===== src/rtl/jogo_pkg.sv =====
// Shared symbols for the one-hot round protocol: FSM state encoding, button symbols and their codes.
package jogo_pkg;

  typedef enum logic [2:0] {
    Idle     = 3'd0,
    Espera   = 3'd1,
    Filtra   = 3'd2,
    Registra = 3'd3,
    Soltar   = 3'd4,
    Esgotado = 3'd5
  } estado_t;

  localparam logic [3:0] BOTAO_0 = 4'b1000;
  localparam logic [3:0] BOTAO_1 = 4'b0100;
  localparam logic [3:0] BOTAO_2 = 4'b0010;
  localparam logic [3:0] BOTAO_3 = 4'b0001;

  localparam logic [1:0] CODIGO_0 = 2'b00;
  localparam logic [1:0] CODIGO_1 = 2'b01;
  localparam logic [1:0] CODIGO_2 = 2'b10;
  localparam logic [1:0] CODIGO_3 = 2'b11;

  function automatic logic one_hot(input logic [3:0] v);
    return (v != 4'b0000) && ((v & (v - 4'b0001)) == 4'b0000);
  endfunction

  // Anything that is not a single pressed button encodes as 00.
  function automatic logic [1:0] codifica(input logic [3:0] v);
    case (v)
      BOTAO_0: return CODIGO_0;
      BOTAO_1: return CODIGO_1;
      BOTAO_2: return CODIGO_2;
      BOTAO_3: return CODIGO_3;
      default: return CODIGO_0;
    endcase
  endfunction

endpackage


===== src/rtl/jogada_decoder_if.sv =====
// Button/target inputs and registered judgement outputs between the player side and the decoder.
interface jogada_decoder_if;

    logic       habilita;
    logic [3:0] botoes;
    logic [3:0] esperado;
    logic [1:0] codigo;
    logic       jogada_valida;
    logic       acertou;
    logic       errou;
    logic       invalida;
    logic       timeout;

    modport master (
        output habilita, botoes, esperado,
        input  codigo, jogada_valida, acertou, errou, invalida, timeout
    );

    modport slave (
        input  habilita, botoes, esperado,
        output codigo, jogada_valida, acertou, errou, invalida, timeout
    );

endinterface


===== src/rtl/contador_m.sv =====
// Modulo-M cycle counter; fim is high on the last count. M = 0 disables fim.
module contador_m #(
    parameter int unsigned M = 1000,
    parameter int unsigned N = 10
) (
    input  logic clock,
    input  logic zera_as,
    input  logic zera_s,
    output logic fim
);

    logic [N-1:0] cnt_q;
    logic         ultimo;

    assign ultimo = (cnt_q == N'(M - 1));
    assign fim    = (M != 0) && ultimo;

    always_ff @(posedge clock or posedge zera_as) begin
        if (zera_as) begin
            cnt_q <= '0;
        end else if (zera_s || ultimo) begin
            cnt_q <= '0;
        end else begin
            cnt_q <= cnt_q + N'(1);
        end
    end

endmodule


===== src/rtl/jogada_decoder.sv =====
// Decodes synchronised player buttons into a 2-bit code and judges each play against the target.
// Optional debounce filter enabled by defining DEBOUNCE_EN.
module jogada_decoder
    import jogo_pkg::*;
#(
    parameter int unsigned TIMEOUT_CICLOS  = 1000,
    parameter int unsigned DEBOUNCE_CICLOS = 8,
    parameter int unsigned N               = 10
) (
    input  logic              clock,
    input  logic              zera_as,
    input  logic              zera_s,
    jogada_decoder_if.slave   bus
);

    estado_t    estado_q, estado_d;
    logic [3:0] b_meta, b_s;
    logic       fim;
    logic       acerto;

    always_ff @(posedge clock or posedge zera_as) begin
        if (zera_as) begin
            b_meta <= '0;
            b_s    <= '0;
        end else if (zera_s) begin
            b_meta <= '0;
            b_s    <= '0;
        end else begin
            b_meta <= bus.botoes;
            b_s    <= b_meta;
        end
    end

    // Timeout only advances while waiting for a press.
    contador_m #(
        .M (TIMEOUT_CICLOS),
        .N (N)
    ) u_timeout (
        .clock   (clock),
        .zera_as (zera_as),
        .zera_s  (zera_s || (estado_q != Espera)),
        .fim     (fim)
    );

`ifdef DEBOUNCE_EN
    logic [N-1:0] deb_cnt_q;
    logic [3:0]   deb_val_q;

    always_ff @(posedge clock or posedge zera_as) begin
        if (zera_as) begin
            deb_cnt_q <= '0;
            deb_val_q <= '0;
        end else if (zera_s || (estado_q != Filtra) || (b_s != deb_val_q)) begin
            deb_cnt_q <= '0;
            deb_val_q <= b_s;
        end else begin
            deb_cnt_q <= deb_cnt_q + N'(1);
        end
    end
`endif

    always_comb begin
        estado_d = estado_q;
        unique case (estado_q)
            Idle:     if (bus.habilita) estado_d = Espera;
            Espera: begin
                if (b_s != 4'b0000) begin
`ifdef DEBOUNCE_EN
                    estado_d = Filtra;
`else
                    estado_d = Registra;
`endif
                end else if (fim) begin
                    estado_d = Esgotado;
                end
            end
`ifdef DEBOUNCE_EN
            Filtra: begin
                if (b_s == 4'b0000) begin
                    estado_d = Espera;
                end else if ((b_s == deb_val_q) && (deb_cnt_q == N'(DEBOUNCE_CICLOS - 1))) begin
                    estado_d = Registra;
                end
            end
`endif
            Registra: estado_d = Soltar;
            Soltar:   if (b_s == 4'b0000) estado_d = Espera;
            Esgotado: estado_d = Espera;
            default:  estado_d = Idle;
        endcase
        // Disabling wins over everything and suppresses any pulse.
        if (!bus.habilita) estado_d = Idle;
    end

    assign acerto = one_hot(b_s) && (b_s == bus.esperado);

    always_ff @(posedge clock or posedge zera_as) begin
        if (zera_as) begin
            estado_q          <= Idle;
            bus.codigo        <= CODIGO_0;
            bus.jogada_valida <= 1'b0;
            bus.acertou       <= 1'b0;
            bus.errou         <= 1'b0;
            bus.invalida      <= 1'b0;
            bus.timeout       <= 1'b0;
        end else if (zera_s) begin
            estado_q          <= Idle;
            bus.codigo        <= CODIGO_0;
            bus.jogada_valida <= 1'b0;
            bus.acertou       <= 1'b0;
            bus.errou         <= 1'b0;
            bus.invalida      <= 1'b0;
            bus.timeout       <= 1'b0;
        end else begin
            estado_q          <= estado_d;
            bus.jogada_valida <= (estado_d == Registra);
            bus.acertou       <= (estado_d == Registra) && acerto;
            bus.errou         <= ((estado_d == Registra) && !acerto) || (estado_d == Esgotado);
            bus.invalida      <= (estado_d == Registra) && !one_hot(b_s);
            bus.timeout       <= (estado_d == Esgotado);
            if ((estado_d == Registra) && (estado_q != Registra)) begin
                bus.codigo <= codifica(b_s);
            end
        end
    end

endmodule


===== src/flat_wrapper.sv =====
// flat-port wrapper written by rule: the top's interface ports become plain ports
module jogada_decoder_flat import jogo_pkg::*;
#(
    parameter int unsigned TIMEOUT_CICLOS  = 1000,
    parameter int unsigned DEBOUNCE_CICLOS = 8,
    parameter int unsigned N               = 10
)
  (clock, zera_as, zera_s, bus_habilita, bus_botoes, bus_esperado, bus_codigo, bus_jogada_valida, bus_acertou, bus_errou, bus_invalida, bus_timeout);
  jogada_decoder_if bus_i ();
  input  logic clock;
  input  logic zera_as;
  input  logic zera_s;
  input wire logic [$bits(bus_i.habilita)-1:0] bus_habilita;
  input wire logic [$bits(bus_i.botoes)-1:0] bus_botoes;
  input wire logic [$bits(bus_i.esperado)-1:0] bus_esperado;
  output wire logic [$bits(bus_i.codigo)-1:0] bus_codigo;
  output wire logic [$bits(bus_i.jogada_valida)-1:0] bus_jogada_valida;
  output wire logic [$bits(bus_i.acertou)-1:0] bus_acertou;
  output wire logic [$bits(bus_i.errou)-1:0] bus_errou;
  output wire logic [$bits(bus_i.invalida)-1:0] bus_invalida;
  output wire logic [$bits(bus_i.timeout)-1:0] bus_timeout;
  assign bus_i.habilita = bus_habilita;
  assign bus_i.botoes = bus_botoes;
  assign bus_i.esperado = bus_esperado;
  assign bus_codigo = bus_i.codigo;
  assign bus_jogada_valida = bus_i.jogada_valida;
  assign bus_acertou = bus_i.acertou;
  assign bus_errou = bus_i.errou;
  assign bus_invalida = bus_i.invalida;
  assign bus_timeout = bus_i.timeout;
  jogada_decoder #(.TIMEOUT_CICLOS(TIMEOUT_CICLOS), .DEBOUNCE_CICLOS(DEBOUNCE_CICLOS), .N(N)) u_core (.clock(clock), .zera_as(zera_as), .zera_s(zera_s), .bus(bus_i));
endmodule

===== config.mk =====
export PLATFORM = sky130hd
export DESIGN_NAME = jogada_decoder_flat
export DESIGN_NICKNAME = d
export VERILOG_FILES = /design/src/rtl/jogo_pkg.sv /design/src/rtl/jogada_decoder_if.sv /design/src/rtl/contador_m.sv /design/src/rtl/jogada_decoder.sv /design/src/flat_wrapper.sv
export SDC_FILE = /design/constraint.sdc
export NUM_CORES = 1
export LEC_CHECK = 0
export CAP_MARGIN = 40
export CORE_MARGIN = 5
export CORE_UTILIZATION = 50
export CTS_CLUSTER_DIAMETER = 30
export DETAILED_ROUTE_END_ITERATION = 8
export PLACE_DENSITY = 0.78
export SLEW_MARGIN = 20
export SYNTH_ARGS = -nofsm -noshare
export SYNTH_HDL_FRONTEND = slang
export SYNTH_SLANG_ARGS = --single-unit

===== constraint.sdc =====
create_clock -name clock -period 1.8 [get_ports clock]
set_input_delay 0.45 -clock clock [delete_from_list [all_inputs] [get_ports clock]]
set_output_delay 0.45 -clock clock [all_outputs]
set_load 0.01 [all_outputs]

==> results.ini, run 1 <==
[run_status]
status=finished clean

[timing]
period_share_pct=93.9
rsz0062_at_grt=no
tns_ps=0
setup_viol=0
hold_viol=0
worst_pin_slew_ps=402
hold_slack_ps=457
skew_ps=6.22
min_period_ps=1690
timing.slew.headroom_pct=72.9
maxSlewViolCount=0
max_freq_mhz=592

[placed_design]
gp_congestion=0.787
post-dp-hpwl_um=1890
io_buffers=18

[drt]
drt-pass1-iter-count=4
drt_iter0_markers=52
drcViolationCount=0
detail-route-antenna-nets=0
wirelength_um=2420
routedWlPerCell_um=13.9
post_drt_via_cell_ratio=5.64
num_vias=982

[synth]
async_reset_ff_share_pct=100
ys_ff_latch=28
ys_warn_count=0
ys_seq_area_share_pct=52.9
ys_types=37
ys.flop_type=dfrtp_1
synth-edff-count=0
avgSynthCellArea_um2=11.0
synthesis.nets=133
syn_inst=120
synth_area_um2=1320

[hold_path]
hold_class=input pin to async pin

[final_layout]
fin_nets=158
diodes=0
layout_commonest_cell=dfrtp_1
final_cell_mix=dfrtp_1 (28), clkdlybuf4s50_1 (18), nor2_1 (10), nor2b_1 (9), xor2_1 (9)
syn_to_final_growth_pct=21.2
drive_gt1_share_pct=12.5

[power]
leakagePower_nw=0.683
power_density_nw_per_um2=662
power_w=0.00106
ir_drop_mv=0.475

[clocking]
clkSlewWorstSetupHoldPaths_ps=140
numCtsBuffers=3
cts_resized=0
clkSinkCount=28
post_cts_buffers=0
htreeDepth=1
clockRootBuffer=clkbuf_4
cts_buffer_depth=2
postCtsHoldBufs=0
insertion_delay_ps=320
cts_tree=yes

[grt]
grt_pass1_wl_um=4160
gr-total-overflow=0
grtUsageTotal_pct=14.7
first_global_vias=974
grt_max_degree=29
grt_antenna_before_repair=0

[worst_setup_path]
crit_chain=clkdlybuf4s50_1
cp.required_ps=1350
crit_path_end_kind=output pin
arrival_ps=1240
critical-path-top-delay-family=buffers and inverters
crit_type=flop to output pin
path_buf_inv=1
start_kind=flop
crit_fanout=2
critical_path.max_stage_delay_ps=540
cp_slowest_cell=clkdlybuf4s50_1

[floorplanning]
die_w_um=61.5
fp.dieH_um=61.5
die_area_um2=3780
num_io_pins=19
rows=18
core_um2=2500
initial_core_util_pct=53.0

[run]
maxCapViolations=0

==> cells by family (layout without fill, tap and decap cells) <==
family	Yosys count	after routing	synth area share, %
XOR/XNOR	10	10	6.62
flip-flops	28	28	52.9
AO/OA/AOI/OAI	22	22	11.2
AND/OR/NAND/NOR	50	50	24.6
adder cells (fa/ha/maj)	1	1	0.945
buffers and inverters	9	33	3.78
==> state kept, by name, summed over array words and instances (netlist names) <==
signal and count:
u_core.b_meta 4, u_core.b_s 4, u_core.bus.acertou 1, u_core.bus.codigo 2, u_core.bus.errou 1, u_core.bus.invalida 1, u_core.bus.jogada_valida 1, u_core.bus.timeout 1
u_core.estado_q 3, u_core.u_timeout.cnt_q 10
==> path summary, 6_finish.rpt <==
| path | from | endpoint | slack [ps] | cells after the start |
|---|---|---|---|---|
| min | zera_as | u_core.u_timeout.cnt_q[0] | 460 | 3 |
| max reg2reg | u_core.b_s[1] | u_core.estado_q[2] | 210 | 3 |
| min reg2reg | u_core.b_meta[1] | u_core.b_s[1] | 480 | 1 |
| min in group clock | u_core.b_meta[1] | u_core.b_s[1] | 480 | 1 |
| max in group asynchronous | zera_as | u_core.bus.invalida | 1090 | 3 |
| max | u_core.bus.codigo[1] | bus_codigo[1] | 110 | 1 |
==> through the flow <==
stage,setup WS (ps),cell area (µm²),instances,util (%)
finish,109,1600,174,64.2
global route,53.0,1600,174,64.2
CTS,97.8,1600,174,63.8
detailed placement,-78.3,1560,170,62.4
global placement,-42.5,1560,170,62.4
floorplan,325,1320,120,-
==> synth_stat cells (2+ instances only) <==
cell	count	area share, %
nand2_1	4	1.1
clkbuf_1	2	0.57
nor2_1	10	2.8
dfrtp_1	28	53
or3_1	2	0.95
nor2b_1	9	4.3
o31ai_1	3	1.7
a211oi_1	2	1.1
buf_6	2	1.7
or4_1	4	2.3
xor2_1	9	6.0
a31oi_1	3	1.4
nor4_2	2	1.9
nand4_1	5	2.4
a21oi_1	7	2.6
o21ai_0	4	1.5
nor4bb_1	2	1.5
inv_1	3	0.85
==> power breakdown <==
group	total [W]	internal, W	switching, W
sequential	0.000652	0.000641	0.0000111
combinational	0.000113	0.0000594	0.0000538
clock	0.000297	0.000124	0.000173
total	0.00106	0.000824	0.000238
==> cell type report <==
cell class	count	area, µm²
clock buffers	4	36.3
fillers	195	896
inverters	4	15.0
multi-input cells	83	582
flip-flops and latches	28	701
well taps	30	37.5
repair buffers	25	233
==> layer usage <==
metal / track usage (%) / up-vias / part of all wire [%]
li1: - / 484 / -
met1: 18.8 / 466 / 44
met4: 6.06 / 0 / 2.2
met2: 24.9 / 26 / 49
met5: 0 / - / 0
met3: 2.31 / 6 / 4.1
Power figures use the tool's default switching activity.
==> run 2, diff against run 1 <==
TNS_END_PERCENT = 50   (was not set)
==> results of run 2 <==
No change in the layout: final DEF, timing and power equal those of run 1.
